File: config.mk
export PLATFORM = sky130hd
export DESIGN_NAME = multi_ball
export DESIGN_NICKNAME = d
export VERILOG_FILES = /design/src/rtl/multi_ball_pkg.sv /design/src/rtl/multi_ball_ball_step.sv /design/src/rtl/multi_ball.sv
export SDC_FILE = /design/constraint.sdc
export NUM_CORES = 1
export LEC_CHECK = 0
export ABC_CLOCK_PERIOD_IN_PS = 5900
export CORE_MARGIN = 2
export CORE_UTILIZATION = 30
export CTS_BUF_LIST = sky130_fd_sc_hd__clkbuf_4
export DETAILED_ROUTE_END_ITERATION = 16
export SETUP_SLACK_MARGIN = 0.2
export SYNTH_ARGS = -nofsm -noshare
export SYNTH_HDL_FRONTEND = slang
export SYNTH_SLANG_ARGS = --single-unit
File: constraint.sdc
create_clock -name clk -period 5.9 [get_ports clk]
set_clock_uncertainty 0.2 [all_clocks]
set_input_delay 1.18 -clock clk [delete_from_list [all_inputs] [get_ports clk]]
set_output_delay 1.18 -clock clk [all_outputs]
set_load 0.02 [all_outputs]
File: src/rtl/multi_ball_pkg.sv
// Shared types and constants for the multi_ball sprite engine.
package multi_ball_pkg;

   localparam int unsigned COORD_W = 13;
   localparam int unsigned IDX_W   = 4;

   typedef enum logic [1:0] {
      ST_IDLE   = 2'd0,
      ST_UPDATE = 2'd1,
      ST_DONE   = 2'd2
   } state_t;

   // lr: 1 = moving right, ud: 1 = moving down
   typedef struct packed {
      logic [COORD_W-1:0] col;
      logic [COORD_W-1:0] row;
      logic               lr;
      logic               ud;
   } ball_t;

endpackage

File: src/rtl/multi_ball_ball_step.sv
// ball_step: combinational next-position math for one ball (walls + paddle faces).
module ball_step
   import multi_ball_pkg::*;
#(
   parameter int unsigned RADIUS  = 5,
   parameter int unsigned C_SPEED = 1,
   parameter int unsigned R_SPEED = 1,
   parameter int unsigned COL_MAX = 616,
   parameter int unsigned ROW_MAX = 477
) (
   input  ball_t              ball_in,
   input  logic [COORD_W-1:0] T,
   input  logic [COORD_W-1:0] B,
   input  logic [COORD_W-1:0] L,
   input  logic [COORD_W-1:0] R,
   output ball_t              ball_nxt_c,
   output logic               hit_c
);

   localparam int unsigned AW   = COORD_W + 1;
   localparam logic [AW-1:0] RAD  = AW'(RADIUS);
   localparam logic [AW-1:0] RAD2 = AW'(2 * RADIUS);
   localparam logic [AW-1:0] CSPD = AW'(C_SPEED);
   localparam logic [AW-1:0] RSPD = AW'(R_SPEED);
   localparam logic [AW-1:0] CMAX = AW'(COL_MAX);
   localparam logic [AW-1:0] RMAX = AW'(ROW_MAX);

   // One axis: default step, wall bounce, then paddle faces override the wall.
   // Returns {hit, dir, pos}.
   function automatic logic [COORD_W+1:0] axis_step(
      input logic [COORD_W-1:0] pos,
      input logic               dir,
      input logic [AW-1:0]      spd,
      input logic [AW-1:0]      lim,
      input logic [COORD_W-1:0] lo,
      input logic [COORD_W-1:0] hi,
      input logic               span
   );
      logic [AW-1:0] p, pl, ph, nxt;
      logic          d, hit;
      p   = {1'b0, pos};
      pl  = {1'b0, lo};
      ph  = {1'b0, hi};
      nxt = dir ? (p + spd) : (p - spd);
      d   = dir;
      hit = 1'b0;
      if (dir && ((p + spd + RAD) >= lim)) begin
         nxt = (lim << 1) - p - RAD2 - spd;
         d   = 1'b0;
      end else if (!dir && (p < (spd + RAD))) begin
         nxt = spd - p + RAD2;
         d   = 1'b1;
      end
      // Faces only reflect a ball crossing in from outside the box.
      if (span && dir && ((p + RAD) < pl) && ((p + spd + RAD) >= pl)) begin
         nxt = (pl << 1) - p - RAD2 - spd;
         d   = 1'b0;
         hit = 1'b1;
      end else if (span && !dir && (p > (ph + RAD)) && (p <= (ph + RAD + spd))) begin
         nxt = (ph << 1) + RAD2 + spd - p;
         d   = 1'b1;
         hit = 1'b1;
      end
      return {hit, d, COORD_W'(nxt)};
   endfunction

   logic               row_span, col_span;
   logic [COORD_W+1:0] col_res, row_res;

   // Evaluate both axes independently and assemble the next ball state.
   always_comb begin
      row_span   = (ball_in.row >= T) && (ball_in.row <= B);
      col_span   = (ball_in.col >= L) && (ball_in.col <= R);
      col_res    = axis_step(ball_in.col, ball_in.lr, CSPD, CMAX, L, R, row_span);
      row_res    = axis_step(ball_in.row, ball_in.ud, RSPD, RMAX, T, B, col_span);
      ball_nxt_c = '0;
      ball_nxt_c.col = col_res[COORD_W-1:0];
      ball_nxt_c.lr  = col_res[COORD_W];
      ball_nxt_c.row = row_res[COORD_W-1:0];
      ball_nxt_c.ud  = row_res[COORD_W];
      hit_c      = col_res[COORD_W+1] | row_res[COORD_W+1];
   end

endmodule

File: src/rtl/multi_ball.sv
// multi_ball: frame-synchronous updater for NUM_BALLS bouncing balls sharing one ball_step.
// Optional MULTI_BALL_SCORE_EN adds a saturating paddle hit counter output.
module multi_ball
   import multi_ball_pkg::*;
#(
   parameter int unsigned NUM_BALLS = 4,
   parameter int unsigned RADIUS    = 5,
   parameter int unsigned C_SPEED   = 1,
   parameter int unsigned R_SPEED   = 1,
   parameter int unsigned COL_MAX   = 616,
   parameter int unsigned ROW_MAX   = 477
) (
   input  logic                           clk,
   input  logic                           reset_n,
   input  logic                           sync,
   input  logic [12:0]                    T,
   input  logic [12:0]                    B,
   input  logic [12:0]                    L,
   input  logic [12:0]                    R,
   input  logic                           ld_valid,
   input  logic [3:0]                     ld_idx,
   input  logic [12:0]                    ld_col,
   input  logic [12:0]                    ld_row,
   input  logic [1:0]                     ld_dir,
   output logic [13*NUM_BALLS-1:0]        row_bus,
   output logic [13*NUM_BALLS-1:0]        col_bus,
   output logic                           busy,
   output logic                           done,
`ifdef MULTI_BALL_SCORE_EN
   output logic [15:0]                    hit_count,
`endif
   output logic                           overrun
);

   state_t           state, state_nxt;
   logic [IDX_W-1:0] idx, idx_nxt;
   ball_t            balls [NUM_BALLS];
   ball_t            cur_ball, step_ball;
   logic             step_hit;
   logic             ld_ok;

   assign ld_ok = ld_valid && (state == ST_IDLE);

   // Select the ball addressed by the sweep index.
   always_comb begin
      cur_ball = balls[0];
      for (int i = 0; i < NUM_BALLS; i++) begin
         if (idx == IDX_W'(i)) cur_ball = balls[i];
      end
   end

   ball_step #(
      .RADIUS  (RADIUS),
      .C_SPEED (C_SPEED),
      .R_SPEED (R_SPEED),
      .COL_MAX (COL_MAX),
      .ROW_MAX (ROW_MAX)
   ) u_step (
      .ball_in    (cur_ball),
      .T          (T),
      .B          (B),
      .L          (L),
      .R          (R),
      .ball_nxt_c (step_ball),
      .hit_c      (step_hit)
   );

   // FSM state, sweep index and status flags.
   always_ff @(posedge clk) begin
      if (!reset_n) begin
         state <= ST_IDLE;
         idx   <= '0;
         busy  <= 1'b0;
         done  <= 1'b0;
      end else begin
         state <= state_nxt;
         idx   <= idx_nxt;
         busy  <= (state_nxt != ST_IDLE);
         done  <= (state_nxt == ST_DONE);
      end
   end

   // Next-state: one ball per cycle in UPDATE, single DONE cycle, back to IDLE.
   always_comb begin
      state_nxt = state;
      idx_nxt   = idx;
      case (state)
         ST_IDLE: begin
            if (sync) begin
               state_nxt = ST_UPDATE;
               idx_nxt   = '0;
            end
         end
         ST_UPDATE: begin
            if (idx == IDX_W'(NUM_BALLS - 1)) state_nxt = ST_DONE;
            else                              idx_nxt   = idx + IDX_W'(1);
         end
         ST_DONE:  state_nxt = ST_IDLE;
         default:  state_nxt = ST_IDLE;
      endcase
   end

   // Sticky flag for a frame pulse that arrives mid-sweep.
   always_ff @(posedge clk) begin
      if (!reset_n)                        overrun <= 1'b0;
      else if (sync && (state != ST_IDLE)) overrun <= 1'b1;
   end

   // Ball state storage: sweep writeback or idle-time preload.
   always_ff @(posedge clk) begin
      if (!reset_n) begin
         for (int i = 0; i < NUM_BALLS; i++) begin
            balls[i].col <= COORD_W'(20 + 40 * i);
            balls[i].row <= COORD_W'(20);
            balls[i].lr  <= ((i % 2) == 0);
            balls[i].ud  <= 1'b1;
         end
      end else begin
         for (int i = 0; i < NUM_BALLS; i++) begin
            if ((state == ST_UPDATE) && (idx == IDX_W'(i))) begin
               balls[i] <= step_ball;
            end else if (ld_ok && (ld_idx == IDX_W'(i))) begin
               balls[i].col <= ld_col;
               balls[i].row <= ld_row;
               balls[i].lr  <= ld_dir[1];
               balls[i].ud  <= ld_dir[0];
            end
         end
      end
   end

   // Flatten ball positions onto the output buses.
   always_comb begin
      row_bus = '0;
      col_bus = '0;
      for (int i = 0; i < NUM_BALLS; i++) begin
         row_bus[COORD_W*i +: COORD_W] = balls[i].row;
         col_bus[COORD_W*i +: COORD_W] = balls[i].col;
      end
   end

`ifdef MULTI_BALL_SCORE_EN
   // Count balls that bounced off the paddle, saturating.
   always_ff @(posedge clk) begin
      if (!reset_n) begin
         hit_count <= '0;
      end else if ((state == ST_UPDATE) && step_hit && (hit_count != 16'hFFFF)) begin
         hit_count <= hit_count + 16'd1;
      end
   end
`else
   logic unused_hit;
   assign unused_hit = step_hit;
`endif

endmodule
== Yosys cells after proc, flatten, opt, wreduce, memory -nomap -nowiden ==
Memories as Yosys holds them, arrays and structs flattened.
Index checks and enable logic that the tools add are counted.

* RAM bits: 112
* Input port bits: 88
* Register bits: 9
* Output and inout port bits: 107
* Latch bits: 0
* Bits in read-only memories: 0
* Word-level logic and storage cells: 200
* Memories kept: 1

* Divide/modulo/power cells: 0
* Bitwise operators: 20
* Equal/unequal tests: 10
* $add $sub $neg: 35
* Reductions and logical operators: 37
* $mul: 0
* Mux-type cells: 76
* Shift-type cells: 0
* Magnitude comparators: 16

{| class="wikitable"
|+ Memories
! memory !! depth !! width !! read ports !! clocked after Yosys merged registers in !! write ports !! RTL line !! text
|-
| balls || 4 || 28 || 4 || 0 || 4 || multi_ball.sv:37 || <nowiki>ball_t balls [NUM_BALLS];</nowiki>
|}

{| class="wikitable"
|+ Operators by type and width
! cell !! count
|-
| 13-bit 2-to-1 mux || 18
|-
| 28-bit 2-to-1 mux || 7
|-
| 13-bit by 1-bit subtractor with 13-bit output (second input constant) || 6
|-
| 13-bit by 3-bit adder with 14-bit output (second input constant) || 4
|-
| 13-bit by 4-bit adder with 13-bit output (second input constant) || 4
|-
| 13-bit subtractor || 4
|-
| 13-bit by 4-bit subtractor with 13-bit output (second input constant) || 4
|-
| 1-bit 2-to-1 mux || 45
|-
| 13-bit by 1-bit adder with 14-bit output (second input constant) || 2
|-
| 14-bit by 1-bit adder with 14-bit output (second input constant) || 2
|-
| 14-bit by 3-bit adder with 14-bit output (second input constant) || 2
|-
| 14-bit by 13-bit >= comparator with 1-bit output || 2
|-
| 13-bit by 14-bit greater-than comparator with 1-bit output || 2
|-
| 13-bit by 14-bit less-or-equal comparator with 1-bit output || 2
|-
| 1-bit logical AND || 28
|-
| 14-bit by 13-bit less-than comparator with 1-bit output || 2
|-
| 13-bit by 1-bit adder with 13-bit output (second input constant) || 2
|-
| 13-bit >= comparator || 2
|-
| 13-bit less-or-equal comparator || 2
|-
| 13-bit by 3-bit less-than comparator with 1-bit output (second input constant) || 2
|-
| 1-bit by 13-bit subtractor with 13-bit output (first input constant) || 2
|-
| 1-bit OR || 20
|-
| 4-bit by 2-bit == test with 1-bit output (second input constant) || 4
|-
| 14-bit by 10-bit >= comparator with 1-bit output (second input constant) || 1
|-
| other kinds (17) || 25
|}

== Logic depth before layout (Yosys ltp) ==
Gate-level depths: netlist (run 1).

* Depth after elaboration: 13
* Depth in mapped cells: 32
* Mapped depth without buffers: 26

== Modules after synthesis ==
Synthesis (run 1) repeated with hierarchy kept, for this count alone.

* Cells, all modules: 2176
* Area, all modules: 17762.0 um2

{| class="wikitable"
|+ Modules (own cells, without submodules)
! module !! instances !! cells each !! seq. area each (um2) !! area an instance (um2)
|-
| ball_step || 1 || 1472 || 0.0 || 10756.6
|-
| multi_ball || 1 || 704 || 3543.4 || 7005.5
|}

== Least setup slack after synthesis (run 1) ==
Ideal clock, no wire load.

* Kind: register to register
* Start point: register idx[1]
* End point: memory balls[3][21] (netlist bit) (data pin)
* Arrival: 5.651 ns
* Buffers on the path: 6
* Setup slack: -0.207 ns
* Period minus slack after synthesis: 6.107 ns
* Data required time: 5.444 ns
* Stages on the path, launching flop included: 31
* Library setup time: 0.256 ns
* Cells stage by stage: dfxtp_1 -> inv_1 -> ha_1 -> buf_4 -> buf_6 -> buf_6 -> buf_2 -> nor3b_1 -> a21oi_1 -> o22ai_1 -> nand2_1 -> o221ai_1 -> inv_1 -> ha_1 -> inv_1 -> a221o_1 -> nor3_1 -> buf_2 -> xnor2_1 -> xnor2_1 -> ha_1 -> a2111oi_0 -> o21ai_0 -> a31o_2 -> a21oi_1 -> o21ai_0 -> o21ai_1 -> clkbuf_1 -> nor3_1 -> a31o_2 -> a22o_1

{| class="wikitable"
|+ RTL lines
! what !! RTL line !! text
|-
| start, declared || multi_ball.sv:36 || <nowiki>logic [IDX_W-1:0] idx, idx_nxt;</nowiki>
|-
| start signal, assigned || multi_ball.sv:77 || <nowiki>idx <= idx_nxt;</nowiki>
|-
| end, declared || multi_ball.sv:37 ||
|}

==> qor.csv, run 1 <==
stage,metric,value,unit
sta,tightestPinTransition,1199,ps
power_and_ir_drop,p_int,3.054,mW
setup_path,crit_path_max_fanout,17,
place,dpl.hpwl,63360,um
drt,remaining_drc_errors,0,
layout,fin_cells,3563,
layout,regArea,0.003558,mm^2
layout,num-fill-cells,6149,
clock_network,h-tree-depth,4,
drt,drtPass1Iterations,5,
clock_network,cts-buffers-inserted,17,
global_route,grt_pass1_vias,19535,
clock_network,cts_root_buf,clkbuf_4,
power_and_ir_drop,p_per_area,229.5,mW/mm^2
die,die_x,253.1,um
sta,min_period_over_period,97.67,%
setup_path,rr_worst_depth,27,
synthesis,async_flop_share,0,%
die,die_h,253.1,um
die,num_io_pins,195,
sta,layout_min_cycle_time,5762,ps
status,status,completed,
layout,area_growth,35.50,%
synthesis,synth_area_leader_cell,edfxtp_1,
synthesis,synthCells,2314,
clock_network,cts_tree,built,
sta,holdWs,290.8,ps
power_and_ir_drop,p_leak,10.75,nW
synthesis,syn-num-nets,2673,
setup_path,worstPathRequired,6050,ps
sta,finalSetupViolCount,0,
drt,ant_nets,0,
drt,viasPerCell,5.636,
synthesis,synth_edf_count,112,
setup_path,start_kind,flop,
synthesis,synth-seq-area-share,19.04,%
sta,slew_headroom,19.81,%
clock_network,hold_buffers,0,
setup_path,path_class,reg -> reg,
min_path,min_path_type,reg -> reg,
sta,slew_viol_final,0,
power_and_ir_drop,vdd_drop_max,0.09323,mV
setup_path,worstSetupEndpointType,flop,
sta,fin_tns_setup,0,ps
layout,multiInputGateArea,0.01403,mm^2
setup_path,reg2reg_from,idx[2],
layout,fin_area,0.02522,mm^2
layout,final_nets,3118,
min_path,min_to,overrun,
power_and_ir_drop,p_clk_share,11.3,%
setup_path,r2r_slack,140,ps
drt,drtIter0Drc,1679,
synthesis,yosysTopAreaCellShare,18.07,%
drt,drt-wirelength-per-cell,22.65,um
synthesis,synth_area_leaders,"edfxtp_1 18%, ha_1 18%, xnor2_1 5.2%",
die,initial_core_util,30.27,%
power_and_ir_drop,sequentialPowerShare,18.3,%
sta,rsz0062_at_grt,true,
global_route,grt-ovfl-total,0,
die,row_count,91,
synthesis,synth.distinct_cells,120,
place,io_buffers,194,
place,place_inst,3474,
drt,num_vias,20080,
clock_network,cts_sinks,121,
setup_path,cp.arrival,5910,ps
power_and_ir_drop,netSwitchingFraction,47.24,%
synthesis,ys.warnings.count,0,
layout,drive_above_1_share,26.41,%
clock_network,clock_latency,590,ps
global_route,track_usage,24.05,%
power_and_ir_drop,p_total,5.789,mW
global_route,grt_pass1_wl,118000,um
synthesis,ys_seq_elements,121,
synthesis,synth_area,0.01861,mm^2
die,die_area,0.06405,mm^2
clock_network,cts_buffer_depth,2,
power_and_ir_drop,p_comb_share,70.4,%
power_and_ir_drop,p_switching,2.735,mW
sta,finalHoldViolCount,0,
clock_network,path_clk_slew,140,ps
synthesis,synth_area_per_cell,8.044,um^2
synthesis,synth-main-ff-cell,edfxtp_1,
min_path,hold_depth,1,
die,core,0.06148,mm^2
setup_path,r2r_end,balls[3][13],
drt,wl,80690,um
run,max_cap_violations,0,
sta,fmax,173.5,MHz
global_route,antenna_found_initial,4,
place,finalWeightedCongestion,1.046,
min_path,hp-start,overrun,
place,placed_area,0.02325,mm^2
global_route,grt_start_max_net_pins,45,
[placed cells by master (no fill, tap or decap), types with 29 or more instances in the layout]
| cell | n |
|---|---|
| a21oi_1 | 110 |
| nor2b_1 | 33 |
| nor3_1 | 43 |
| o21ai_0 | 133 |
| o21ai_1 | 35 |
| a21o_1 | 32 |
| nand4_1 | 29 |
| nor2_1 | 123 |
| buf_4 | 407 |
| clkdlybuf4s50_1 | 185 |
| inv_1 | 167 |
| ha_1 | 254 |
| edfxtp_1 | 112 |
| nand2_1 | 188 |
| nand3_1 | 75 |
| xnor2_1 | 105 |
| o21a_1 | 30 |
[power by group through the flow]
stage                     clock network [mW]  registers (mW)  logic (mW)
after floorplan                            0            1.05        2.12
after global placement                     0            1.08        3.57
after detailed placement                   0            1.08        3.62
after CTS                              0.648            1.06        3.77
after global routing                   0.678            1.06        4.38
final                                  0.653            1.06        4.08
[sequential cells by signal, summed over array words and instances (netlist names)]
name and count:
balls 112, busy 1, done 1, idx 4, overrun 1, state 2
[per-layer routing]
layer / up-vias / track usage [%] / wire length, um
met3: 170 / 3.660 / 6104
met4: 4 / 7.997 / 2715
met5: - / 0 / 23
met1: 9719 / 30.25 / 33250
met2: 928 / 41.80 / 38590
li1: 9259 / - / -
[cells by family (layout without fill, tap and decap cells)]
family	after synthesis	count (layout)	share of synthesized area, %
multiplexers	13	13	0.7125
AO/OA/AOI/OAI	649	649	23.66
AND/OR/NAND/NOR	711	711	20.10
flip-flops	121	121	19.04
adder cells (fa/ha/maj)	271	271	18.38
XOR/XNOR	141	141	6.856
other	0	1	0
buffers and inverters	408	866	11.26
[critical path: stages (launching register included)]
cell and delay, ps:
dfxtp_4 390, buf_6 170, or2_4 300, o221ai_1 190, a21o_1 290, ha_2 290, buf_4 180, nor2_1 60
o21ai_0 130, o211ai_1 180, nor4_1 260, buf_4 170, nand3_2 70, xnor2_1 120, buf_4 150, ha_4 280
o21a_1 130, o21ai_2 60, a21oi_2 150, o311ai_2 110, nand3_1 140, o211ai_1 150, or3_4 370, buf_6 140
buf_4 130, and4_1 170, a211o_1 340, a22o_1 220
[per-stage QoR]
| stage | util (%) | worst slack, ps |
|---|---|---|
| global placement | 37.82 | -665.1 |
| global route | 41.02 | -109.2 |
| CTS | 39.37 | 146.7 |
| detailed placement | 37.82 | -729.2 |
| floorplan | - | 190.5 |
| finish | 41.02 | 137.6 |
[Yosys cell counts, types with 10 or more instances]
| cell | instances |
|---|---|
| o21ai_1 | 26 |
| ha_1 | 267 |
| mux2i_1 | 11 |
| and2_1 | 17 |
| o21ai_0 | 156 |
| nand2b_1 | 16 |
| nand2_1 | 197 |
| a221oi_1 | 10 |
| xor2_1 | 26 |
| or3_1 | 17 |
| a211o_1 | 10 |
| clkbuf_1 | 52 |
| o21bai_1 | 10 |
| nand3_1 | 84 |
| edfxtp_1 | 112 |
| o31ai_1 | 12 |
| a211oi_1 | 27 |
| buf_6 | 12 |
| xnor2_1 | 111 |
| nand4_1 | 29 |
| o22ai_1 | 17 |
| o21a_1 | 32 |
| inv_2 | 10 |
| nor2_1 | 127 |
| nor4_1 | 19 |
| buf_2 | 38 |
| a21o_1 | 32 |
| a21oi_1 | 126 |
| o2111ai_1 | 11 |
| o211ai_1 | 24 |
| a21boi_0 | 11 |
| a31oi_1 | 20 |
| o221ai_1 | 12 |
| buf_4 | 111 |
| and3_1 | 23 |
| nor2b_1 | 33 |
| inv_1 | 174 |
| nor3_1 | 52 |
| a22o_1 | 17 |
[what timing repair did]
item / 4_1_cts / 5_1_grt
setup buffers: 19 / 37
pin swaps: 37 / 72
gates resized for setup: 118 / 171
setup endpoints to repair: 104 / 104
[worst max path at each step]
stage | from | to | slack [ps]
final | idx[2] | balls[3][13] | 140
after global routing | idx[2] | balls[3][13] | -110
after CTS | idx[0] | balls[1][25] | 150
after detailed placement | B[0] | balls[0][14] | -730
after global placement | B[0] | balls[0][14] | -670
after floorplan | idx[1] | balls[3][21] | 190
[area by class of cell]
type	count	share of cell area, %
clock buffers	17	0.5060
diodes	1	0.009922
multi-input cells	1785	55.62
well taps	790	3.919
inverters	191	2.927
repair buffers	643	22.24
flip-flops and latches	121	14.11
clock inverters	15	0.6647
No activity file was read; power rests on OpenSTA's default activity.
==> run 2: changes to the inputs <==
--- a/config.mk
+++ b/config.mk
@@ -6,11 +6,12 @@
 export NUM_CORES = 1
 export LEC_CHECK = 0
 export ABC_CLOCK_PERIOD_IN_PS = 5900
-export CORE_MARGIN = 2
+export CORE_MARGIN = 4
 export CORE_UTILIZATION = 30
 export CTS_BUF_LIST = sky130_fd_sc_hd__clkbuf_4
 export DETAILED_ROUTE_END_ITERATION = 16
 export SETUP_SLACK_MARGIN = 0.2
+export SLEW_MARGIN = 20
 export SYNTH_ARGS = -nofsm -noshare
 export SYNTH_HDL_FRONTEND = slang
 export SYNTH_SLANG_ARGS = --single-unit
==> qor.csv, run 2 (synthesis gave the netlist of run 1 again) <==
stage,metric,value,unit,change
global_route,grt_start_max_net_pins,45,,unchanged
global_route,track_usage,23.29,%,was 24.05%
die,num_io_pins,195,,unchanged
die,die_h,257.1,um,was 253.1 um
layout,area_growth,38.85,%,was 35.50%
layout,multiInputGateArea,0.01435,mm^2,was 0.01403 mm^2
setup_path,worstPathRequired,6020,ps,was 6050 ps
sta,finalSetupViolCount,0,,unchanged
drt,viasPerCell,5.527,,was 5.636
layout,regArea,0.003551,mm^2,was 0.003558 mm^2
drt,drtIter0Drc,1657,,"was 1,679"
setup_path,crit_path_max_fanout,5,,was 17
place,io_buffers,194,,unchanged
drt,drtPass1Iterations,5,,unchanged
drt,drt-wirelength-per-cell,22.54,um,was 22.65 um
global_route,grt_pass1_vias,19753,,"was 19,535"
sta,fmax,176.8,MHz,was 173.5 MHz
sta,finalHoldViolCount,0,,unchanged
run,max_cap_violations,0,,unchanged
drt,ant_nets,0,,unchanged
setup_path,path_class,reg -> reg,,unchanged
min_path,min_path_type,reg -> reg,,unchanged
clock_network,cts_buffer_depth,2,,unchanged
clock_network,cts_sinks,121,,unchanged
setup_path,cp.arrival,5780,ps,was 5910 ps
place,place_ws,-763.7,ps,was -729.2 ps
sta,rsz0062_at_grt,true,,unchanged
layout,largest_reg_flops,112,,unchanged
layout,drive_above_1_share,28.01,%,was 26.41%
setup_path,crit_top_cell,buf_12,,was buf_4
sta,min_period_over_period,95.87,%,was 97.67%
sta,slew_headroom,27.38,%,was 19.81%
power_and_ir_drop,vdd_drop_max,0.1124,mV,was 0.09323 mV
clock_network,clock_latency,570,ps,was 590 ps
die,row_count,91,,unchanged
sta,tightestPinTransition,1075,ps,was 1199 ps
setup_path,rr_worst_depth,28,,was 27
clock_network,cts_root_buf,clkbuf_4,,unchanged
die,core,0.06160,mm^2,was 0.06148 mm^2
clock_network,cts-buffers-inserted,17,,unchanged
die,die_area,0.06610,mm^2,was 0.06405 mm^2
min_path,hold_depth,1,,unchanged
layout,mostFrequentLayoutCell,buf_4,,unchanged
clock_network,cts_tree,built,,unchanged
die,die_x,257.1,um,was 253.1 um
status,status,completed,,unchanged
power_and_ir_drop,p_leak,10.89,nW,was 10.75 nW
place,finalWeightedCongestion,0.9655,,was 1.046
global_route,grt_pass1_wl,120300,um,"was 118,000 um"
setup_path,worstSetupEndpointType,flop,,unchanged
setup_path,critPathMaxStageDelay,420,ps,was 390 ps
global_route,grt-ovfl-total,0,,unchanged
layout,mostFrequentLayoutCells,"410 x buf_4, 255 x ha_1, 190 x nand2_1",,"was 407 x buf_4, 254 x ha_1, 188 x nand2_1"
sta,slew_viol_final,0,,unchanged
setup_path,start_kind,flop,,unchanged
clock_network,path_clk_slew,110,ps,was 140 ps
sta,holdWs,302.1,ps,was 290.8 ps
drt,remaining_drc_errors,0,,unchanged
power_and_ir_drop,p_total,5.931,mW,was 5.789 mW
layout,final_nets,3135,,"was 3,118"
die,initial_core_util,30.22,%,was 30.27%
drt,num_vias,20053,,"was 20,080"
sta,layout_min_cycle_time,5656,ps,was 5762 ps
place,dpl.hpwl,64200,um,"was 63,360 um"
layout,regMostFlops,balls,,unchanged
global_route,antenna_found_initial,6,,was 4
sta,fin_ws,243.6,ps,was 137.6 ps
setup_path,crit_slowest_cell,a221o_2,,was dfxtp_4
power_and_ir_drop,p_per_area,229.5,mW/mm^2,about the same
layout,num-fill-cells,6119,,"was 6,149"
clock_network,h-tree-depth,4,,unchanged
layout,top_regs,"balls (112), idx (4), state (2)",,unchanged
drt,wl,81770,um,"was 80,690 um"
run 2: final cells by class:
type | instances | share of cell area, %
Clock inverter | 13 | 0.6681
Multi-Input combinational cell | 1785 | 55.50
Tap cell | 837 | 4.052
Inverter | 191 | 2.895
Antenna cell | 3 | 0.02905
Timing Repair Buffer | 660 | 22.59
Clock buffer | 18 | 0.5229
Sequential cell | 121 | 13.74
run 2: path summary, 6_finish.rpt:
kind	startpoint	end	slack, ps
min reg2reg	overrun	overrun	300
min	overrun	overrun	300
max reg2reg	idx[0]	balls[3][24]	240
max	idx[0]	balls[3][24]	240
run 2: per-layer routing:
layer	track usage, %	part of all wire [%]
met1	30.41	42
met2	39.71	47
met3	3.622	7.5
met4	7.062	3.3
met5	0	0.042
run 2: critical path: cells and delay by family, from the launching register on:
family	cells	cell delay (ps)
adder cells (fa/ha/maj)	3	600
XOR/XNOR	1	220
AND/OR/NAND/NOR	2	490
AO/OA/AOI/OAI	13	2550
buffers and inverters	9	920
flip-flops	1	410
run 2: where the power goes:
group / internal, mW / switching [mW] / total, mW
registers: 1.01 / 0.0602 / 1.07
clock network: 0.301 / 0.354 / 0.655
logic: 1.87 / 2.34 / 4.21
run 2: repair_timing:
item                       in CTS  in global routing
setup endpoints to repair     104                104
pin swaps                      41                101
hold buffers                    0                  0
cloned                          0                  1
buffers inserted               26                 39
gates resized for setup       129                230
run 2: stage by stage:
step	instance area (um^2)	util, %	setup TNS, ps	std cells
2_1_floorplan	18640	-	0	2314
3_3_place_gp	23400	37.99	-39980	3528
3_5_place_dp	23400	37.99	-41600	3528
4_1_cts	24450	39.69	0	3585
5_1_grt	25840	41.95	0	3627
6_report	25840	41.96	0	3628
